==> src/rtl/instruction_ram_loader.sv <==
// Loads a byte-stream program image into instruction RAM one 32-bit word per write, holding the CPU meanwhile.
// mem_write one cycle after a word's 4th byte; byte_ready low outside header/data phases, so the source holds bytes.
module instruction_ram_loader #(
  parameter int ADDR_WIDTH = 10,
  parameter int DEPTH      = 64
) (
  input  logic                  clock,
  input  logic                  reset,
  input  logic                  start,
  input  logic [7:0]            byte_in,
  input  logic                  byte_valid,
  output logic                  byte_ready,
  output logic                  mem_write,
  output logic [ADDR_WIDTH-1:0] mem_address,
  output logic [31:0]           mem_data,
  output logic                  cpu_hold,
  output logic                  load_done,
  output logic                  load_error,
  output logic [ADDR_WIDTH:0]   words_loaded
);

  typedef enum logic [2:0] {
    IDLE, HDR_HI, HDR_LO, DATA, WRITE, DONE, ERROR
  } state_t;

  state_t              state;
  logic [15:0]         count;
  logic [23:0]         assembly;
  logic [1:0]          byte_idx;
  logic                xfer;
  logic [15:0]         header;
  logic [ADDR_WIDTH:0] next_word;

  assign xfer      = byte_valid & byte_ready;
  assign header    = {count[15:8], byte_in};
  assign next_word = words_loaded + {{ADDR_WIDTH{1'b0}}, 1'b1};

  // words_loaded doubles as the write index: it always equals the next RAM address.
  always_ff @(posedge clock) begin
    if (reset) begin
      state        <= IDLE;
      count        <= '0;
      assembly     <= '0;
      byte_idx     <= '0;
      byte_ready   <= 1'b0;
      mem_write    <= 1'b0;
      mem_address  <= '0;
      mem_data     <= '0;
      cpu_hold     <= 1'b0;
      load_done    <= 1'b0;
      load_error   <= 1'b0;
      words_loaded <= '0;
    end else begin
      case (state)
        IDLE, DONE, ERROR: begin
          if (start) begin
            state        <= HDR_HI;
            byte_ready   <= 1'b1;
            cpu_hold     <= 1'b1;
            load_done    <= 1'b0;
            load_error   <= 1'b0;
            words_loaded <= '0;
          end
        end
        HDR_HI: begin
          if (xfer) begin
            count <= {byte_in, 8'h00};
            state <= HDR_LO;
          end
        end
        HDR_LO: begin
          if (xfer) begin
            count    <= header;
            byte_idx <= '0;
            if (header == 16'd0) begin
              state      <= DONE;
              byte_ready <= 1'b0;
              load_done  <= 1'b1;
              cpu_hold   <= 1'b0;
            end else if (header > 16'(DEPTH)) begin
              state      <= ERROR;
              byte_ready <= 1'b0;
              load_error <= 1'b1;
            end else begin
              state <= DATA;
            end
          end
        end
        DATA: begin
          if (xfer) begin
            assembly <= {assembly[15:0], byte_in};
            byte_idx <= byte_idx + 2'd1;
            if (byte_idx == 2'd3) begin
              state       <= WRITE;
              byte_ready  <= 1'b0;
              mem_write   <= 1'b1;
              mem_address <= words_loaded[ADDR_WIDTH-1:0];
              mem_data    <= {assembly, byte_in};
            end
          end
        end
        WRITE: begin
          mem_write    <= 1'b0;
          words_loaded <= next_word;
          if (16'(next_word) == count) begin
            state     <= DONE;
            load_done <= 1'b1;
            cpu_hold  <= 1'b0;
          end else begin
            state      <= DATA;
            byte_ready <= 1'b1;
          end
        end
        default: state <= IDLE;
      endcase
    end
  end

endmodule
==> config.mk <==
export PLATFORM = sky130hd
export DESIGN_NAME = instruction_ram_loader
export DESIGN_NICKNAME = d
export VERILOG_FILES = /design/src/rtl/instruction_ram_loader.sv
export SDC_FILE = /design/constraint.sdc
export NUM_CORES = 1
export LEC_CHECK = 0
export CORE_MARGIN = 1
export CORE_UTILIZATION = 45
export DETAILED_ROUTE_END_ITERATION = 10
export DONT_BUFFER_PORTS = 1
export SYNTH_ARGS = -nofsm -noshare
export SYNTH_HDL_FRONTEND = slang
export SYNTH_SLANG_ARGS = --single-unit
==> constraint.sdc <==
create_clock -name clock -period 2.8 [get_ports clock]
set_input_delay 0.7 -clock clock [delete_from_list [all_inputs] [get_ports clock]]
set_output_delay 0.7 -clock clock [all_outputs]
set_load 0.005 [all_outputs]
==> out/results.tsv <==
metric	value	unit
depth of the CTS H-tree	3	
cell chosen for the clock root	clkbuf_8	
Starting Density	0.461	
post-DR vias/cell	5.63	
growth of design area from synthesis to finish	6.17	%
post-detail-place hpwl	7430	µm
slowest stage cell on the critical path	or4_4	
Slew HR	0.563	
clock tree from TritonCTS	yes	
largest area contributor in the synthesized netlist	dfxtp_1	
clock buffer count from CTS	9	
endpoint arrival time on the critical path	2840	ps
crit-path max cell delay	480	ps
fraction of final layout cells with drive strength greater than 1	0.0663	
syn nets	584	
wire per inst	15.9	µm
count of inserted antenna diode cells	0	
library cells used by synthesis	58	
result of the run	finished, final reports clean	
Core Footprint	9730	µm²
proportion of synthesized chip area in sequential cells	0.460	
Total Routing Usage GR	0.220	
synthesized instance count	570	
proportion of netlist area held by the largest area contributor	0.460	
number of remaining DRC errors	0	
area enclosed by the die boundary	10400	µm²
total negative slack	0	ps
number of hold violations in the final report	0	
count of flip-flops with a built-in enable after synthesis	0	
number of sinks driven by the clock tree	103	
cell types occupying the most area after synthesis	dfxtp_1 (46%), nand2_1 (12%), a21oi_1 (11%), nor2_1 (3.0%), clkbuf_1 (2.3%)	
Remaining Overflow, GRT	0	
number of maximum-capacitance violations	0	
Post-CTS Hold Fix Bufs	0	
Finished Cell Area	4760	µm²
cts repair resizes	0	
Final Cycle Share	0.920	
Rows	36	
filler instances	1017	
critical path start-end classification	reg -> reg	
endpoint required time on the critical path	3060	ps
top_reg_cell synth	dfxtp_1	
critical path capture point type	flop	
antenna violation net count after detailed routing	0	
antenna violations before repair	0	
Total Wirelength	11000	µm
maximum fanout count along the critical path	9	
x dimension of the die	102	µm
FMAX	0.388	GHz
Boundary Pins	70	
global-route wire length before repair	17700	µm
total number of yosys warnings	0	
cell area after placement	4560	µm²
register area	2060	µm²
Final Net Count	568	
Clk pin slew, worst setup/hold paths	90	ps
register bit count reported by yosys	103	
via count	3888	
Port-buffer cells	0	
Leakage	1.57	nW
unrepaired setup endpoints after global routing	false	
# Post-CTS Setup Buffers	0	
top library cells by usage in the layout, fill and taps aside	nand2_1 (144), dfxtp_1 (103), a21oi_1 (100), nor2_1 (36), nand3_1 (15)	
hold path cells	1	
post-layout min period	2580	ps
clock network latency to the later pin of the worst-skew pair	360	ps
worst min-delay path class	in -> reg	
pwr dens	639	nW/µm²
ordered list of cells on the worst path	ha_1, and3_1, o311ai_0, nor4_4, o2111ai_1, or4_4, a41o_1	
multi-input combinational cell area	2200	µm²
height of the die	102	µm
Detailed Routing Iterations Pass 1	5	
number of endpoints failing setup at the final stage	0	
largest clock skew in the final design	10.7	ps
Max Transition Viols Final	0	
cell area after synthesis	4480	µm²
Register-to-Register Path Depth	7	
VDD IR-drop max	390	µV
via count of the first global-routing pass	3508	
crit start category	flop	
Avg Inst Size Synth	7.86	µm²
maximum clock insertion buffer count	2	
global placer's final weighted congestion	0.821	
Post-synth ARST share	0	
Worst-Margin Slew	647	ps
most common library cell in the layout ignoring fill and taps	nand2_1	
DRC marker count from the first detailed-route iteration	230	
pin count of the biggest net entering global routing	102	
==> layout make-up <==
cell class              instances  area share
multi-input cells             421       0.462
flip-flops and latches        103       0.433
well taps                     133      0.0350
clock buffers                  10      0.0289
repair buffers                 12      0.0216
clock inverters                 5      0.0134
inverters                       7     0.00552
==> path summary, 6_finish.rpt <==
kind,slack (ps),endpoint,start
setup / recovery,220,cpu_hold,words_loaded[1]
hold / removal,400,words_loaded[8],reset
setup reg to reg,220,cpu_hold,words_loaded[1]
hold reg to reg,460,mem_data[24],assembly[16]
==> Yosys cell counts (6+ instances only) <==
cell type  instances
a21oi_1          100
nand3_1           15
dfxtp_1          103
a22oi_1           10
nor3_1             8
clkbuf_1          28
xor2_1             6
inv_1              7
nand2_1          144
xnor2_1            7
nand2b_1          10
o21ai_0           11
nor2_1            36
==> flip-flops by register name, indices dropped and copies added (netlist names), 2 cells and up <==
name          cells
mem_data         32
assembly         24
count            16
words_loaded     11
mem_address      10
state             3
byte_idx          2
==> report_power, final <==
group | internal (W) | total, W | switching (W)
logic | 0.000186 | 0.000495 | 0.000310
clock network | 0.000445 | 0.000973 | 0.000528
registers | 0.00151 | 0.00157 | 0.0000613
total | 0.00214 | 0.00304 | 0.000899
==> critical path: cells and delay by family (launching register included) <==
| kind | cells | cell delay (ps) |
|---|---|---|
| AO/OA/AOI/OAI | 3 | 650 |
| flip-flops | 1 | 470 |
| AND/OR/NAND/NOR | 3 | 940 |
| adder cells (fa/ha/maj) | 1 | 420 |
==> per-layer routing <==
layer,track usage,vias up,share of wire
met3,0.0504,6,0.083
met2,0.335,134,0.45
met5,0,-,0
met4,0.0647,0,0.0082
met1,0.310,1825,0.46
li1,-,1923,-
==> metrics by stage <==
step / utilization / hold slack [ps] / std cells / power (W) / setup WS [ps]
final: 0.489 / 403 / 691 / 0.00304 / 223
after global routing: 0.489 / 374 / 691 / 0.00321 / 21.6
after CTS: 0.489 / 382 / 691 / 0.00306 / 236
after detailed placement: 0.468 / 444 / 676 / 0.00209 / 253
after global placement: 0.468 / 438 / 676 / 0.00210 / 275
after floorplan: - / 432 / 570 / 0.00200 / 507
==> kinds of logic (layout without fill, tap and decap cells) <==
group / after synthesis / in the layout / share of synthesized area
buffers and inverters: 46 / 34 / 0.0491
and+or+nand+nor: 256 / 256 / 0.262
adders and majority gates: 3 / 3 / 0.00782
xor gates and xnor gates: 14 / 14 / 0.0290
AOI/OAI and AO/OA: 148 / 148 / 0.192
DFF: 103 / 103 / 0.460
Power figures use the tool's default switching activity.
